File: src/rtl/prs_spi_pkg.sv
`default_nettype none
// ============================================================================
// Module      : prs_spi_pkg
// Description : Shared definitions for the pulse-counter SPI master:
//               FSM state encoding, frame-length helper and SPI mode.
// Revision    : 1.0 - initial release
// ============================================================================
package prs_spi_pkg;

    // FSM state encoding
    localparam logic [2:0] c_enc_idle  = 3'd0;
    localparam logic [2:0] c_enc_setup = 3'd1;
    localparam logic [2:0] c_enc_shift = 3'd2;
    localparam logic [2:0] c_enc_hold  = 3'd3;
    localparam logic [2:0] c_enc_done  = 3'd4;

    typedef enum logic [2:0] {
        ST_IDLE  = c_enc_idle,
        ST_SETUP = c_enc_setup,
        ST_SHIFT = c_enc_shift,
        ST_HOLD  = c_enc_hold,
        ST_DONE  = c_enc_done
    } state_t;

    // SPI mode 0: CPOL=0 (SCK idles low), CPHA=0 (sample on rising edge)
    localparam logic [1:0] c_spi_mode = 2'd0;
    localparam logic       c_sck_idle = c_spi_mode[1];

    // Total bits per frame: one full counter snapshot
    function automatic int frame_bits(input int n_counters, input int width);
        return n_counters * width;
    endfunction

endpackage
`default_nettype wire

File: src/rtl/prs_spi_sck_gen.sv
`default_nettype none
// ============================================================================
// Module      : prs_spi_sck_gen
// Description : SCK generator. While i_en is high, SCK toggles every SCK_DIV
//               i_clk cycles. o_rise/o_fall are single-cycle strobes that are
//               high in the cycle whose closing edge drives SCK high/low.
//               While i_en is low SCK is parked at its idle level.
// Ports       : i_clk, i_rst_n (async, active-low), i_en,
//               o_sck (registered), o_rise, o_fall (combinational strobes)
// Revision    : 1.0 - initial release
// ============================================================================
module prs_spi_sck_gen
    import prs_spi_pkg::*;
#(
    parameter int SCK_DIV = 4
) (
    input  logic i_clk,
    input  logic i_rst_n,
    input  logic i_en,
    output logic o_sck,
    output logic o_rise,
    output logic o_fall
);

    localparam int                 c_div_w    = $clog2(SCK_DIV + 1);
    localparam logic [c_div_w-1:0] c_div_last = c_div_w'(SCK_DIV - 1);

    logic [c_div_w-1:0] r_div_cnt;
    logic               w_half_done;

    assign w_half_done = i_en && (r_div_cnt == c_div_last);
    assign o_rise      = w_half_done && (o_sck == c_sck_idle);
    assign o_fall      = w_half_done && (o_sck != c_sck_idle);

    always_ff @(posedge i_clk or negedge i_rst_n) begin
        if (!i_rst_n) begin
            r_div_cnt <= '0;
            o_sck     <= c_sck_idle;
        end else if (!i_en) begin
            r_div_cnt <= '0;
            o_sck     <= c_sck_idle;
        end else if (w_half_done) begin
            r_div_cnt <= '0;
            o_sck     <= ~o_sck;
        end else begin
            r_div_cnt <= r_div_cnt + 1'b1;
        end
    end

endmodule
`default_nettype wire

File: src/rtl/prs_spi_master.sv
`default_nettype none
// ============================================================================
// Module      : prs_spi_master
// Description : SPI master (mode 0, MSB first) that sends the channel-enable
//               command and captures the full counter snapshot in one
//               full-duplex frame.
// Ports       : i_clk, i_rst_n (async, active-low)
//               i_start / i_cmd      : frame request and enable mask
//               o_busy               : frame in progress
//               o_rx_data/o_rx_valid : captured snapshot and update strobe
//               o_sck/o_mosi/i_miso/o_ssel_n : SPI pins
// Options     : PRS_SPI_AUTO_POLL_EN - when defined, a free-running counter
//               launches a frame every POLL_PERIOD cycles while idle.
// Revision    : 1.0 - initial release
// ============================================================================
module prs_spi_master
    import prs_spi_pkg::*;
#(
    parameter int NUMBER_OF_COUNTERS = 16,
    parameter int COUNTERS_WIDTH     = 8,
    parameter int SCK_DIV            = 4,
    parameter int CS_SETUP           = 8,
    parameter int CS_HOLD            = 4,
    parameter int POLL_PERIOD        = 1000
) (
    input  logic                                         i_clk,
    input  logic                                         i_rst_n,
    input  logic                                         i_start,
    input  logic [NUMBER_OF_COUNTERS-1:0]                i_cmd,
    output logic                                         o_busy,
    output logic [NUMBER_OF_COUNTERS*COUNTERS_WIDTH-1:0] o_rx_data,
    output logic                                         o_rx_valid,
    output logic                                         o_sck,
    output logic                                         o_mosi,
    input  logic                                         i_miso,
    output logic                                         o_ssel_n
);

    localparam int c_fb     = frame_bits(NUMBER_OF_COUNTERS, COUNTERS_WIDTH);
    localparam int c_bit_w  = $clog2(c_fb + 1);
    localparam int c_cs_max = (CS_SETUP > CS_HOLD) ? CS_SETUP : CS_HOLD;
    localparam int c_cs_w   = $clog2(c_cs_max + 1);

    localparam logic [c_bit_w-1:0] c_last_bit   = c_bit_w'(c_fb - 1);
    localparam logic [c_cs_w-1:0]  c_setup_last = c_cs_w'(CS_SETUP - 1);
    localparam logic [c_cs_w-1:0]  c_hold_last  = c_cs_w'(CS_HOLD - 1);

    state_t             r_state;
    logic [c_bit_w-1:0] r_bit_cnt;
    logic [c_cs_w-1:0]  r_cs_cnt;
    logic [c_fb-1:0]    r_tx;
    logic [c_fb-1:0]    r_rx;
    logic               w_start_req;
    logic               w_frame_start;
    logic               w_shift_en;
    logic               w_rise;
    logic               w_fall;

`ifdef PRS_SPI_AUTO_POLL_EN
    localparam int                  c_poll_w    = $clog2(POLL_PERIOD + 1);
    localparam logic [c_poll_w-1:0] c_poll_last = c_poll_w'(POLL_PERIOD - 1);

    logic [c_poll_w-1:0] r_poll_cnt;
    logic                w_poll_expired;

    // Saturates once expired so a frame launches as soon as the FSM is idle
    assign w_poll_expired = (r_poll_cnt == c_poll_last);
    assign w_start_req    = i_start | w_poll_expired;

    always_ff @(posedge i_clk or negedge i_rst_n) begin
        if (!i_rst_n) begin
            r_poll_cnt <= '0;
        end else if (w_frame_start) begin
            r_poll_cnt <= '0;
        end else if (!w_poll_expired) begin
            r_poll_cnt <= r_poll_cnt + 1'b1;
        end
    end
`else
    assign w_start_req = i_start;
`endif

    assign w_frame_start = (r_state == ST_IDLE) && w_start_req;
    assign w_shift_en    = (r_state == ST_SHIFT);

    prs_spi_sck_gen #(
        .SCK_DIV (SCK_DIV)
    ) u_sck_gen (
        .i_clk   (i_clk),
        .i_rst_n (i_rst_n),
        .i_en    (w_shift_en),
        .o_sck   (o_sck),
        .o_rise  (w_rise),
        .o_fall  (w_fall)
    );

    always_ff @(posedge i_clk or negedge i_rst_n) begin
        if (!i_rst_n) begin
            r_state    <= ST_IDLE;
            r_bit_cnt  <= '0;
            r_cs_cnt   <= '0;
            r_tx       <= '0;
            r_rx       <= '0;
            o_ssel_n   <= 1'b1;
            o_mosi     <= 1'b0;
            o_busy     <= 1'b0;
            o_rx_valid <= 1'b0;
            o_rx_data  <= '0;
        end else begin
            o_rx_valid <= 1'b0;
            case (r_state)
                ST_IDLE: begin
                    if (w_frame_start) begin
                        // Command occupies the leading bits, zeros follow
                        r_tx      <= c_fb'(i_cmd) << (c_fb - NUMBER_OF_COUNTERS);
                        r_rx      <= '0;
                        r_cs_cnt  <= '0;
                        r_bit_cnt <= '0;
                        o_ssel_n  <= 1'b0;
                        o_busy    <= 1'b1;
                        o_mosi    <= i_cmd[NUMBER_OF_COUNTERS-1];
                        r_state   <= ST_SETUP;
                    end
                end
                ST_SETUP: begin
                    if (r_cs_cnt == c_setup_last) begin
                        r_cs_cnt <= '0;
                        r_state  <= ST_SHIFT;
                    end else begin
                        r_cs_cnt <= r_cs_cnt + 1'b1;
                    end
                end
                ST_SHIFT: begin
                    if (w_rise) begin
                        r_rx <= {r_rx[c_fb-2:0], i_miso};
                    end
                    if (w_fall) begin
                        // Last falling edge leaves MOSI alone and ends the shift
                        if (r_bit_cnt == c_last_bit) begin
                            r_state <= ST_HOLD;
                        end else begin
                            r_bit_cnt <= r_bit_cnt + 1'b1;
                            r_tx      <= r_tx << 1;
                            o_mosi    <= r_tx[c_fb-2];
                        end
                    end
                end
                ST_HOLD: begin
                    if (r_cs_cnt == c_hold_last) begin
                        r_cs_cnt <= '0;
                        r_state  <= ST_DONE;
                    end else begin
                        r_cs_cnt <= r_cs_cnt + 1'b1;
                    end
                end
                ST_DONE: begin
                    o_ssel_n   <= 1'b1;
                    o_busy     <= 1'b0;
                    o_mosi     <= 1'b0;
                    o_rx_data  <= r_rx;
                    o_rx_valid <= 1'b1;
                    r_state    <= ST_IDLE;
                end
                default: begin
                    r_state <= ST_IDLE;
                end
            endcase
        end
    end

endmodule
`default_nettype wire
File: config.mk
export PLATFORM = sky130hd
export DESIGN_NAME = prs_spi_master
export DESIGN_NICKNAME = d
export VERILOG_FILES = /design/src/rtl/prs_spi_pkg.sv /design/src/rtl/prs_spi_sck_gen.sv /design/src/rtl/prs_spi_master.sv
export SDC_FILE = /design/constraint.sdc
export NUM_CORES = 1
export LEC_CHECK = 0
export BUFFER_PORTS_ARGS = -buffer_cell sky130_fd_sc_hd__buf_2
export CORE_UTILIZATION = 45
export DETAILED_ROUTE_END_ITERATION = 6
export PLACE_DENSITY = 0.67
export SYNTH_ARGS = -nofsm -noshare
export SYNTH_HDL_FRONTEND = slang
export SYNTH_SLANG_ARGS = --single-unit
File: constraint.sdc
create_clock -name i_clk -period 1.7 [get_ports i_clk]
set_input_delay 0.17 -clock i_clk [delete_from_list [all_inputs] [get_ports i_clk]]
set_output_delay 0.17 -clock i_clk [all_outputs]
set_load 0.02 [all_outputs]
==> out/results.md, run 1 <==
### Setup path
- Worst Setup End Kind: flop
- arrival time at the worst endpoint: 2.19 ns
- highest net fanout along the worst path: 17
- Worst Setup Start Kind: flop
- worst setup path class: reg -> reg
- R2R cell count: 5
- critical path data required time: 2.13 ns

### Power
- Switching Power: 2.95 mW
- part of the total power dissipated in the clock network: 0.483
- internal power contribution: 11.1 mW
- fraction of power spent switching nets: 0.211
- pwr dens: 891 nW/µm²
- final total power: 14.0 mW
- relative contribution of sequential cells to total power: 0.500
- Max IR drop VDD: 0.675 mV
- leakage component of the power: 7.76 nW
- combinational share of power: 0.017

### Timing
- unrepaired setup endpoints after global routing: true
- TNS Setup: -2.12 ns
- actual transition at the worst max-transition pin: 0.502 ns
- Final Critical Period: 1.76 ns
- smallest setup slack after layout: -0.0564 ns
- clock skew after layout: 0.0121 ns
- Max transition margin: 0.665
- number of slew-limit violations in the final report: 0
- final setup fails: 129
- timing-limited maximum frequency: 569 MHz
- final clock period utilization by the worst path: 1.03
- Hold Vio Cnt, Final: 0

### Global routing
- vias in the first global route: 7766
- first-pass GRT wire length: 39300 µm
- GRT Resource Usage Total: 0.181
- total gr overflow: 0
- pin count of the biggest net entering global routing: 55
- antenna violations before repair: 0

### Worst hold path
- Worst Hold Class: in -> reg
- worst hold path stage count: 3

### Synthesis
- number of library cell types mapped by synthesis: 45
- ranking of synthesized cells by area: dfrtp_1 (63%), mux2_2 (14%), nand2_1 (8.5%)
- fraction of registers with async set or reset after synthesis: 1.00
- share of the synthesized area in the top cell type: 0.627
- number of synthesized flops with an enable pin: 0
- cell count after synthesis: 991
- synth warn: 0
- library cell occupying the most area in the post-synthesis netlist: dfrtp_1
- Post-Syn Area: 11700 µm²
- mean cell area of the mapped netlist: 11.8 µm²
- proportion of synthesized chip area in sequential cells: 0.629
- prevailing post-synth register cell: dfrtp_1
- syn nets: 1014
- flip-flop and latch count after synthesis: 294

### Detailed routing
- count of nets left with antenna violations after detail routing: 0
- detailed-route wire length per cell: 16.4 µm
- starting DRC count in detailed routing: 546
- Residual DRC: 0
- Via-to-Cell Ratio: 5.12
- DRT Wirelength: 26000 µm
- via count: 8090
- DRT Pass-1 Iters: 5

### Floorplan
- Die Area: 26600 µm²
- I/O pins: 153
- Initial Utilization: 0.462
- chip height: 163 µm
- std cell rows: 58
- area of the core region: 25300 µm²
- die span in x: 163 µm

### Clocking
- CTS Buf Count: 31
- insertion delay of the later-clocked pin in the worst-skew pair: 0.55 ns
- CTS max path bufs: 3
- clk root buf: clkbuf_16
- TritonCTS Sinks: 294
- number of H-tree levels: 1
- clock tree from TritonCTS: built
- clock slew seen by the registers of the worst setup and hold paths: 0.06 ns

### Final layout
- diode insertion count for antenna repair: 0
- layout cell share with drive strength beyond 1: 0.421
- Area Growth Syn to Fin: 34.4%
- number of nets in the layout: 1248
- final core utilization: 0.621

### Place
- worst setup slack before clock tree synthesis: -0.0619 ns
- placer congestion estimate: 0.758
- HPWL after detailed placement: 15300 µm
- number of port buffers: 152

### Status
- failing checks: negative setup slack
- run status: complete, but fails checks

### Flow run
- count of max-cap constraint violations: 0

## metrics by stage
step / std cells / hold WS (ns) / cell area [µm²]
after CTS: 1560 / 0.00738 / 14700
final: 1580 / 0.0308 / 15700
after detailed placement: 1475 / 0.147 / 13300
after floorplan: 991 / -0.126 / 11700
after global placement: 1475 / 0.149 / 13300
after global routing: 1580 / 0.0161 / 15700
## cell usage in the layout (no fill, tap or decap), drive strengths merged, types with 2 or more instances in the layout
| cell | count |
|---|---|
| clkinvlp | 3 |
| bufinv | 2 |
| inv | 6 |
| clkbuf | 59 |
| mux2 | 157 |
| dfrtp | 293 |
| clkinv | 8 |
| ha | 3 |
| buf | 230 |
| nor2 | 11 |
| nand2b | 3 |
| nor2b | 4 |
| nand3 | 7 |
| and3 | 2 |
| dlygate4sd3 | 17 |
| nand4 | 2 |
| o21ai | 141 |
| xnor2 | 2 |
| nor3b | 3 |
| nand2 | 265 |
| a21oi | 10 |
| a22o | 2 |
| nor3 | 2 |
## flip-flops by register name, summed over array words and instances (netlist names), 3 cells and up
register and count:
u_sck_gen.r_div_cnt 3, r_tx 15, o_rx_data 128, r_cs_cnt 4
r_rx 128, r_state 3, r_bit_cnt 8
## path summary, 6_finish.rpt
path / from / endpoint / slack, ns
worst max-delay path: r_state[1] / o_rx_data[62] / -0.06
worst min-delay path: i_cmd[1] / r_tx[113] / 0.03
worst max register to register: r_state[1] / o_rx_data[62] / -0.06
worst min register to register: u_sck_gen.r_div_cnt[0] / u_sck_gen.r_div_cnt[0] / 0.45
max in group asynchronous: i_rst_n / o_rx_data[62] / 0.86
min in group asynchronous: i_rst_n / o_rx_data[104] / 0.14
## cell type report
cell class,instances,area [µm²]
well taps,330,413
repair buffers,263,2360
fillers,1940,9610
clock buffers,43,891
flip-flops and latches,294,7360
inverters,4,15.0
clock inverters,15,151
multi-input cells,631,4540
## critical path: stages, from the launching register on
cell and delay [ns]:
dfrtp_1 0.43, buf_6 0.15, nor3b_4 0.30, buf_12 0.21, buf_12 0.18, mux2_2 0.35
## logic make-up (layout without fill, tap and decap cells)
family / Yosys count / in the layout / synth area share
and+or+nand+nor: 304 / 304 / 0.105
DFF: 294 / 294 / 0.629
AOI/OAI and AO/OA: 163 / 163 / 0.0743
muxes: 158 / 158 / 0.154
buffers and inverters: 66 / 325 / 0.0317
adders and majority gates: 3 / 3 / 0.00321
xor gates and xnor gates: 3 / 3 / 0.00225
## power groups by stage
stage	registers, mW	clock network, mW	logic, mW
finish	7.01	6.76	0.238
global route	7.01	7.21	0.274
CTS	7.01	6.89	0.249
detailed placement	7.14	0	0.219
global placement	7.14	0	0.216
floorplan	7.14	0	0.00685
## timing repair
action / CTS / global route
endpoints found under the hold margin: 212 / 0
resized for setup: 48 / 186
setup endpoints to repair: 184 / 190
hold buffers: 17 / 0
pin swaps: 3 / 31
buffers inserted: 9 / 4
gates cloned: 1 / 19
## per-layer routing
layer | track usage | vias up | share of wire
met5 | 0 | - | 0
met4 | 0.0408 | 0 | 0.018
met3 | 0.0300 | 36 | 0.040
met2 | 0.288 | 179 | 0.48
met1 | 0.258 | 4063 | 0.46
li1 | - | 3812 | -
## Yosys cell counts, drive strengths merged (2+ instances only)
master,number
nand2,265
nor2,11
ha,3
nor2b,4
mux2,157
buf,49
nand2b,3
o21ai,141
a21oi,10
nand3,7
a22o,2
nand4,2
clkbuf,13
xnor2,2
nor3b,3
inv,4
nor3,2
dfrtp,293
and3,2
(Power assumes the default switching activity.)
==> run 2: changes to the inputs <==
ABC_AREA = 1   (was unset)
==> run 2 against run 1 <==
Against the previous run:
- the run now ends clean
- critical path depth grew 4
- worst hold slack gained 0.064 ns
- routed wire length shrank 5.2%
- utilization shrank 5.2 points
- via count grew 7.6%
- final cell count grew 12%
- synthesized cell count grew 25%
- non-clock buffer count shrank 45
- register-to-register slack gained 0.16 ns
==> out/results.md, run 2 <==
### Global routing
- antenna violations before repair: 0, unchanged
- vias in the first global route: 8223, +5.9%
- GRT Resource Usage Total: 0.183, +0.00190
- first-pass GRT wire length: 40200 µm, +2.3%
- pin count of the biggest net entering global routing: 102, +85%
- total gr overflow: 0, unchanged

### Detailed routing
- DRT Wirelength: 24600 µm, -5.2%
- Via-to-Cell Ratio: 4.93, -3.7%
- starting DRC count in detailed routing: 656, +20%
- DRT Pass-1 Iters: 4, -1
- detailed-route wire length per cell: 13.9 µm, -15%
- count of nets left with antenna violations after detail routing: 0, unchanged
- via count: 8707, +7.6%
- Residual DRC: 0, unchanged

### Setup path
- critical path data required time: 2.17 ns, +0.04 ns
- Worst Setup Start Kind: flop
- delay contributed by the slowest stage of the critical path: 0.45 ns, +0.02 ns
- CP dominant cell by count: nand2_2
- highest net fanout along the worst path: 41, +24
- worst setup path class: reg -> reg
- Worst Setup End Kind: flop
- cell breakdown of the critical path: nor2_4 > nand2_2 > inv_4 > nand2_2 > nand2_8 > buf_4 > buf_12 > nand3_1 > o21ai_1
- master of the slowest instance on the critical path: dfrtp_2
- arrival time at the worst endpoint: 2.07 ns, -0.12 ns

### Timing
- Max transition margin: 0.699, +0.0341
- actual transition at the worst max-transition pin: 0.446 ns, -0.0559 ns
- final setup fails: 0, -100%
- smallest setup slack after layout: 0.105 ns, +0.162 ns
- clock skew after layout: 0.0114 ns, -0.000692 ns
- Final Critical Period: 1.59 ns, -0.162 ns
- Hold Vio Cnt, Final: 0, unchanged
- timing-limited maximum frequency: 627 MHz, +10%
- TNS Setup: 0 ns, +2.12 ns
- final clock period utilization by the worst path: 0.938, -0.0950
- number of slew-limit violations in the final report: 0, unchanged
- worst hold slack after final layout: 0.0946 ns, +0.0638 ns

### Final layout
- final core utilization: 0.568, -0.0524
- final std cell area, no fill: 14400 µm², -8.2%
- number of nets in the layout: 1435, +15%
- area occupied by registers: 7360 µm², about the same
- Filler Cells Inserted: 2268, +17%
- largest registers ranked by flip-flop count: o_rx_data: 128 flops, r_rx: 128 flops, r_tx: 15 flops
- highest-count cells in the layout ignoring fill and taps: dfrtp_1 (290), nand2_1 (265), o21ai_0 (163)
- layout cell share with drive strength beyond 1: 0.198, -0.222
- post-layout instance count excluding filler cells: 1766, +12%
- most frequent standard cell in the layout excluding fill and tap cells: dfrtp_1
- total area of multi-input combinational cells: 3410 µm², -25%
- Area Growth Syn to Fin: 23.0%
- diode insertion count for antenna repair: 0, unchanged

### Synthesis
- flip-flop and latch count after synthesis: 294, unchanged
- synth warn: 0, unchanged
- cell count after synthesis: 1240, +25%
- library cell occupying the most area in the post-synthesis netlist: dfrtp_1
- Post-Syn Area: 11700 µm², +0.34%
- most repeated cell in the gate-level netlist after synthesis: dfrtp_1
- syn nets: 1263, +25%
- number of library cell types mapped by synthesis: 31, -31%
- share of the synthesized area in the top cell type: 0.625, -0.00214
- fraction of registers with async set or reset after synthesis: 1.00, unchanged
- prevailing post-synth register cell: dfrtp_1
- mean cell area of the mapped netlist: 9.47 µm², -20%
- Commonest cells post-synth: dfrtp_1 (293), nand2_1 (267), o21ai_0 (163)
- ranking of synthesized cells by area: dfrtp_1 (62%), nand2_1 (8.5%), o21ai_0 (6.9%)
- number of synthesized flops with an enable pin: 0, unchanged
- proportion of synthesized chip area in sequential cells: 0.627, -0.00214

### Floorplan
- chip height: 164 µm, +0.17%
- std cell rows: 58, unchanged
- Die Area: 26700 µm², +0.34%
- area of the core region: 25400 µm², +0.29%
- I/O pins: 153, unchanged
- die span in x: 164 µm, +0.17%
- Initial Utilization: 0.462, about the same

### Clocking
- clock slew seen by the registers of the worst setup and hold paths: 0.06 ns, about the same
- insertion delay of the later-clocked pin in the worst-skew pair: 0.54 ns, about the same
- clock tree from TritonCTS: built
- clk root buf: clkbuf_16
- CTS Buf Count: 31, unchanged
- TritonCTS Sinks: 294, unchanged
- number of H-tree levels: 1, unchanged
- CTS max path bufs: 3, unchanged

### Status
- run status: complete, no violations

### Place
- worst setup slack before clock tree synthesis: 0.0522 ns, +0.114 ns
- number of port buffers: 152, unchanged
- cell count after placement: 1678, +14%
- placer congestion estimate: 0.795, +4.8%
- HPWL after detailed placement: 15400 µm, +0.71%
- placement-stage cell area: 13000 µm², -2.8%

### Flow run
- count of max-cap constraint violations: 0, unchanged

### Power
- final total power: 14.2 mW, +1.5%
- leakage component of the power: 7.11 nW, -8.4%
- pwr dens: 985 nW/µm², +10%
- Max IR drop VDD: 0.695 mV, +2.9%

### Worst hold path
- Worst Hold Class: in -> reg

## run 2: cells by family (layout without fill, tap and decap cells)
family,after synthesis,in the layout,share of synthesized area
AOI/OAI and AO/OA,274,274,0.120
xor gates and xnor gates,1,1,0.000746
adders and majority gates,3,3,0.00320
buffers and inverters,227,423,0.0861
DFF,294,294,0.627
and+or+nand+nor,441,441,0.163
## run 2: worst max-delay path: cells and delay by family, from the launching register on
kind / cells / cell delay, ns
AND/OR/NAND/NOR: 5 / 0.55
buffers and inverters: 3 / 0.42
AO/OA/AOI/OAI: 1 / 0.09
flip-flops: 1 / 0.45
## run 2: cell type report
type | count | area share
Multi-Input combinational cell | 719 | 0.236
Sequential cell | 294 | 0.510
Clock buffer | 49 | 0.0660
Inverter | 148 | 0.0387
Tap cell | 330 | 0.0286
Timing Repair Buffer | 218 | 0.112
Clock inverter | 8 | 0.00841
## run 2: routing by layer
layer | track usage | wire (µm) | part of all wire | vias to the layer above
li1 | - | - | - | 4345
met1 | 0.268 | 12000 | 0.49 | 4140
met2 | 0.286 | 11200 | 0.46 | 195
met3 | 0.0249 | 1030 | 0.042 | 27
met4 | 0.0446 | 335 | 0.014 | 0
met5 | 0 | 0 | 0 | -
## run 2: what timing repair did
item | 4_1_cts | 5_1_grt
hold buffers | 18 | 0
endpoints found under the setup margin | 0 | 143
gates resized for setup | 0 | 11
endpoints found under the hold margin | 222 | 0
setup buffers | 0 | 9
## run 2: worst paths after layout
kind | startpoint | endpoint | slack [ns] | depth (start not counted)
setup reg to reg | r_state[0] | r_rx[84] | 0.11 | 9
hold reg to reg | o_rx_data[29] | o_rx_data[29] | 0.48 | 2
hold / removal | i_start | r_cs_cnt[1] | 0.09 | 6
min in group asynchronous | i_rst_n | o_rx_data[103] | 0.13 | 2
setup / recovery | r_state[0] | r_rx[84] | 0.11 | 9
max in group asynchronous | i_rst_n | r_rx[43] | 0.91 | 4
## run 2: report_power, final
| group | switching (mW) | total, mW | internal, mW | leakage (nW) |
|---|---|---|---|---|
| Sequential | 0.00332 | 7.01 | 7.00 | 4.07 |
| Combinational | 0.161 | 0.253 | 0.0918 | 2.51 |
| Clock | 2.68 | 6.96 | 4.27 | 0.528 |
==> run 3: changes to the inputs <==
CORE_MARGIN = 2   (was unset)
CTS_BUF_LIST = sky130_fd_sc_hd__clkbuf_4 sky130_fd_sc_hd__clkbuf_8   (was unset)
==> run 3 against run 2 <==
Against the previous run:
- register-to-register slack worse by 0.04 ns
- routed wire length rose by 3.6%
- combinational power is 7% lower
- maximum frequency shrank 2.4%
- utilization decreased by 0.95 points
- critical endpoint is now r_rx[112]
==> out/results.md, run 3 (same netlist as run 2, synthesis figures left out) <==
### Floorplan
- die span in x: 166 µm, +1.2%
- std cell rows: 59, +1.7%
- Initial Utilization: 0.454, -0.00783
- I/O pins: 153, unchanged
- area of the core region: 25800 µm², +1.7%
- chip height: 166 µm, +1.2%
- Die Area: 27400 µm², +2.5%

### Timing
- Final Critical Period: 1.63 ns, +0.0398 ns
- Max transition margin: 0.625, -0.0740
- actual transition at the worst max-transition pin: 0.562 ns, +0.116 ns
- final setup fails: 0, unchanged
- timing-limited maximum frequency: 612 MHz, -2.4%
- clock skew after layout: 0.0118 ns, +0.000315 ns
- Hold Vio Cnt, Final: 0, unchanged
- worst hold slack after final layout: 0.0503 ns, -0.0443 ns
- final clock period utilization by the worst path: 0.962, +0.0234
- TNS Setup: 0 ns, unchanged
- number of slew-limit violations in the final report: 0, unchanged

### Setup path
- Worst Setup End Kind: flop
- critical path data required time: 2.15 ns, -0.02 ns
- Worst Setup Start Kind: flop
- highest net fanout along the worst path: 29, -29%
- arrival time at the worst endpoint: 2.09 ns, +0.02 ns
- worst setup path class: reg -> reg

### Clocking
- clock tree from TritonCTS: built
- clk root buf: clkbuf_8
- CTS Buf Count: 49, +58%
- CTS max path bufs: 3, unchanged
- clock slew seen by the registers of the worst setup and hold paths: 0.06 ns, about the same
- insertion delay of the later-clocked pin in the worst-skew pair: 0.55 ns, about the same
- TritonCTS Sinks: 294, unchanged
- number of H-tree levels: 2, +1

### Detailed routing
- via count: 8854, +1.7%
- DRT Wirelength: 25500 µm, +3.6%
- count of nets left with antenna violations after detail routing: 0, unchanged
- Via-to-Cell Ratio: 4.92, -0.18%
- starting DRC count in detailed routing: 650, -0.91%
- detailed-route wire length per cell: 14.2 µm, +1.7%
- DRT Pass-1 Iters: 4, unchanged
- Residual DRC: 0, unchanged

### Global routing
- antenna violations before repair: 0, unchanged
- first-pass GRT wire length: 39700 µm, -1.4%
- pin count of the biggest net entering global routing: 141, +38%
- GRT Resource Usage Total: 0.177, -0.00522
- total gr overflow: 0, unchanged
- vias in the first global route: 8292, +0.84%

### Final layout
- largest registers ranked by flip-flop count: o_rx_data: 128 flops, r_rx: 128 flops, r_tx: 15 flops
- layout cell share with drive strength beyond 1: 0.219, +0.0208
- final core utilization: 0.559, -0.00949
- Filler Cells Inserted: 2283, +0.66%
- Area Growth Syn to Fin: 23.0%, about the same
- highest-count cells in the layout ignoring fill and taps: dfrtp_1 (292), nand2_1 (264), o21ai_0 (162)
- area occupied by registers: 7360 µm², about the same
- most frequent standard cell in the layout excluding fill and tap cells: dfrtp_1
- total area of multi-input combinational cells: 3430 µm², +0.55%
- number of nets in the layout: 1451, +1.1%
- final std cell area, no fill: 14400 µm², about the same
- diode insertion count for antenna repair: 0, unchanged

### Power
- final total power: 13.8 mW, -3.0%
- leakage component of the power: 7.16 nW, +0.72%
- pwr dens: 955 nW/µm², -3.0%
- Max IR drop VDD: 0.506 mV, -27%

### Flow run
- count of max-cap constraint violations: 0, unchanged

### Place
- HPWL after detailed placement: 15300 µm, -0.92%
- number of port buffers: 152, unchanged
- placer congestion estimate: 0.739, -7.0%
- placement-stage cell area: 12900 µm², -0.47%

### Status
- run status: complete, no violations

### Worst hold path
- Worst Hold Class: in -> reg

run 3: changes by cell type in the layout (fill, tap and decap cells not counted), sizes merged:
cell / delta
bufinv: -2
dlygate4sd3: -1
clkinv: +2
nand2: +1
clkbuf: +32
clkinvlp: -1
buf: -3
run 3: stage by stage:
step	worst slack, ns	instances
floorplan	0.281	1240
global placement	0.0944	1679
detailed placement	0.0181	1679
CTS	0.00964	1783
global route	-0.0304	1799
finish	0.0653	1799
run 3: repair_timing:
action / 4_1_cts / 5_1_grt
endpoints found under the hold margin: 229 / 0
gates resized for setup: 0 / 17
hold buffers: 17 / 0
setup endpoints to repair: 0 / 136
setup buffers: 0 / 7
run 3: final cells by class:
type                       count  area share
clock buffer                  80      0.0685
clock inverter                 7     0.00485
inverter                     148      0.0388
multi-input combinational    720       0.238
sequential                   294       0.510
tap                          335      0.0290
timing repair buffer         215       0.112
run 3: where the power goes:
group / internal (mW) / total [mW] / switching (mW) / leakage (nW)
sequential: 7.01 / 7.01 / 0.00308 / 4.07
combinational: 0.0796 / 0.236 / 0.157 / 2.52
clock: 3.83 / 6.55 / 2.72 / 0.569
run 3: metal layers:
layer  GRT usage  up-vias  wire [µm]
met2       0.276      208      11400
met5           0        -          0
met1       0.254     4242      12400
li1            -     4370          -
met4      0.0525        0        360
met3      0.0345       34       1310
run 3: final timing paths:
check / from / slack [ns] / cells past startpoint / to
setup / recovery: r_state[0] / 0.07 / 9 / r_rx[112]
hold / removal: i_cmd[15] / 0.05 / 5 / o_mosi
setup reg to reg: r_state[0] / 0.07 / 9 / r_rx[112]
hold reg to reg: u_sck_gen.r_div_cnt[0] / 0.43 / 1 / u_sck_gen.r_div_cnt[0]
max in group asynchronous: i_rst_n / 0.88 / 3 / o_ssel_n
min in group asynchronous: i_rst_n / 0.12 / 2 / o_rx_data[107]
run 3: critical path, cell delays in order, from the launching register on:
cell,delay [ns]
dfrtp_2,0.44
nor2_4,0.18
nand2_2,0.10
clkinv_4,0.11
nand2_4,0.09
nand2_8,0.10
buf_12,0.14
buf_16,0.17
nand3_1,0.09
o21ai_1,0.11
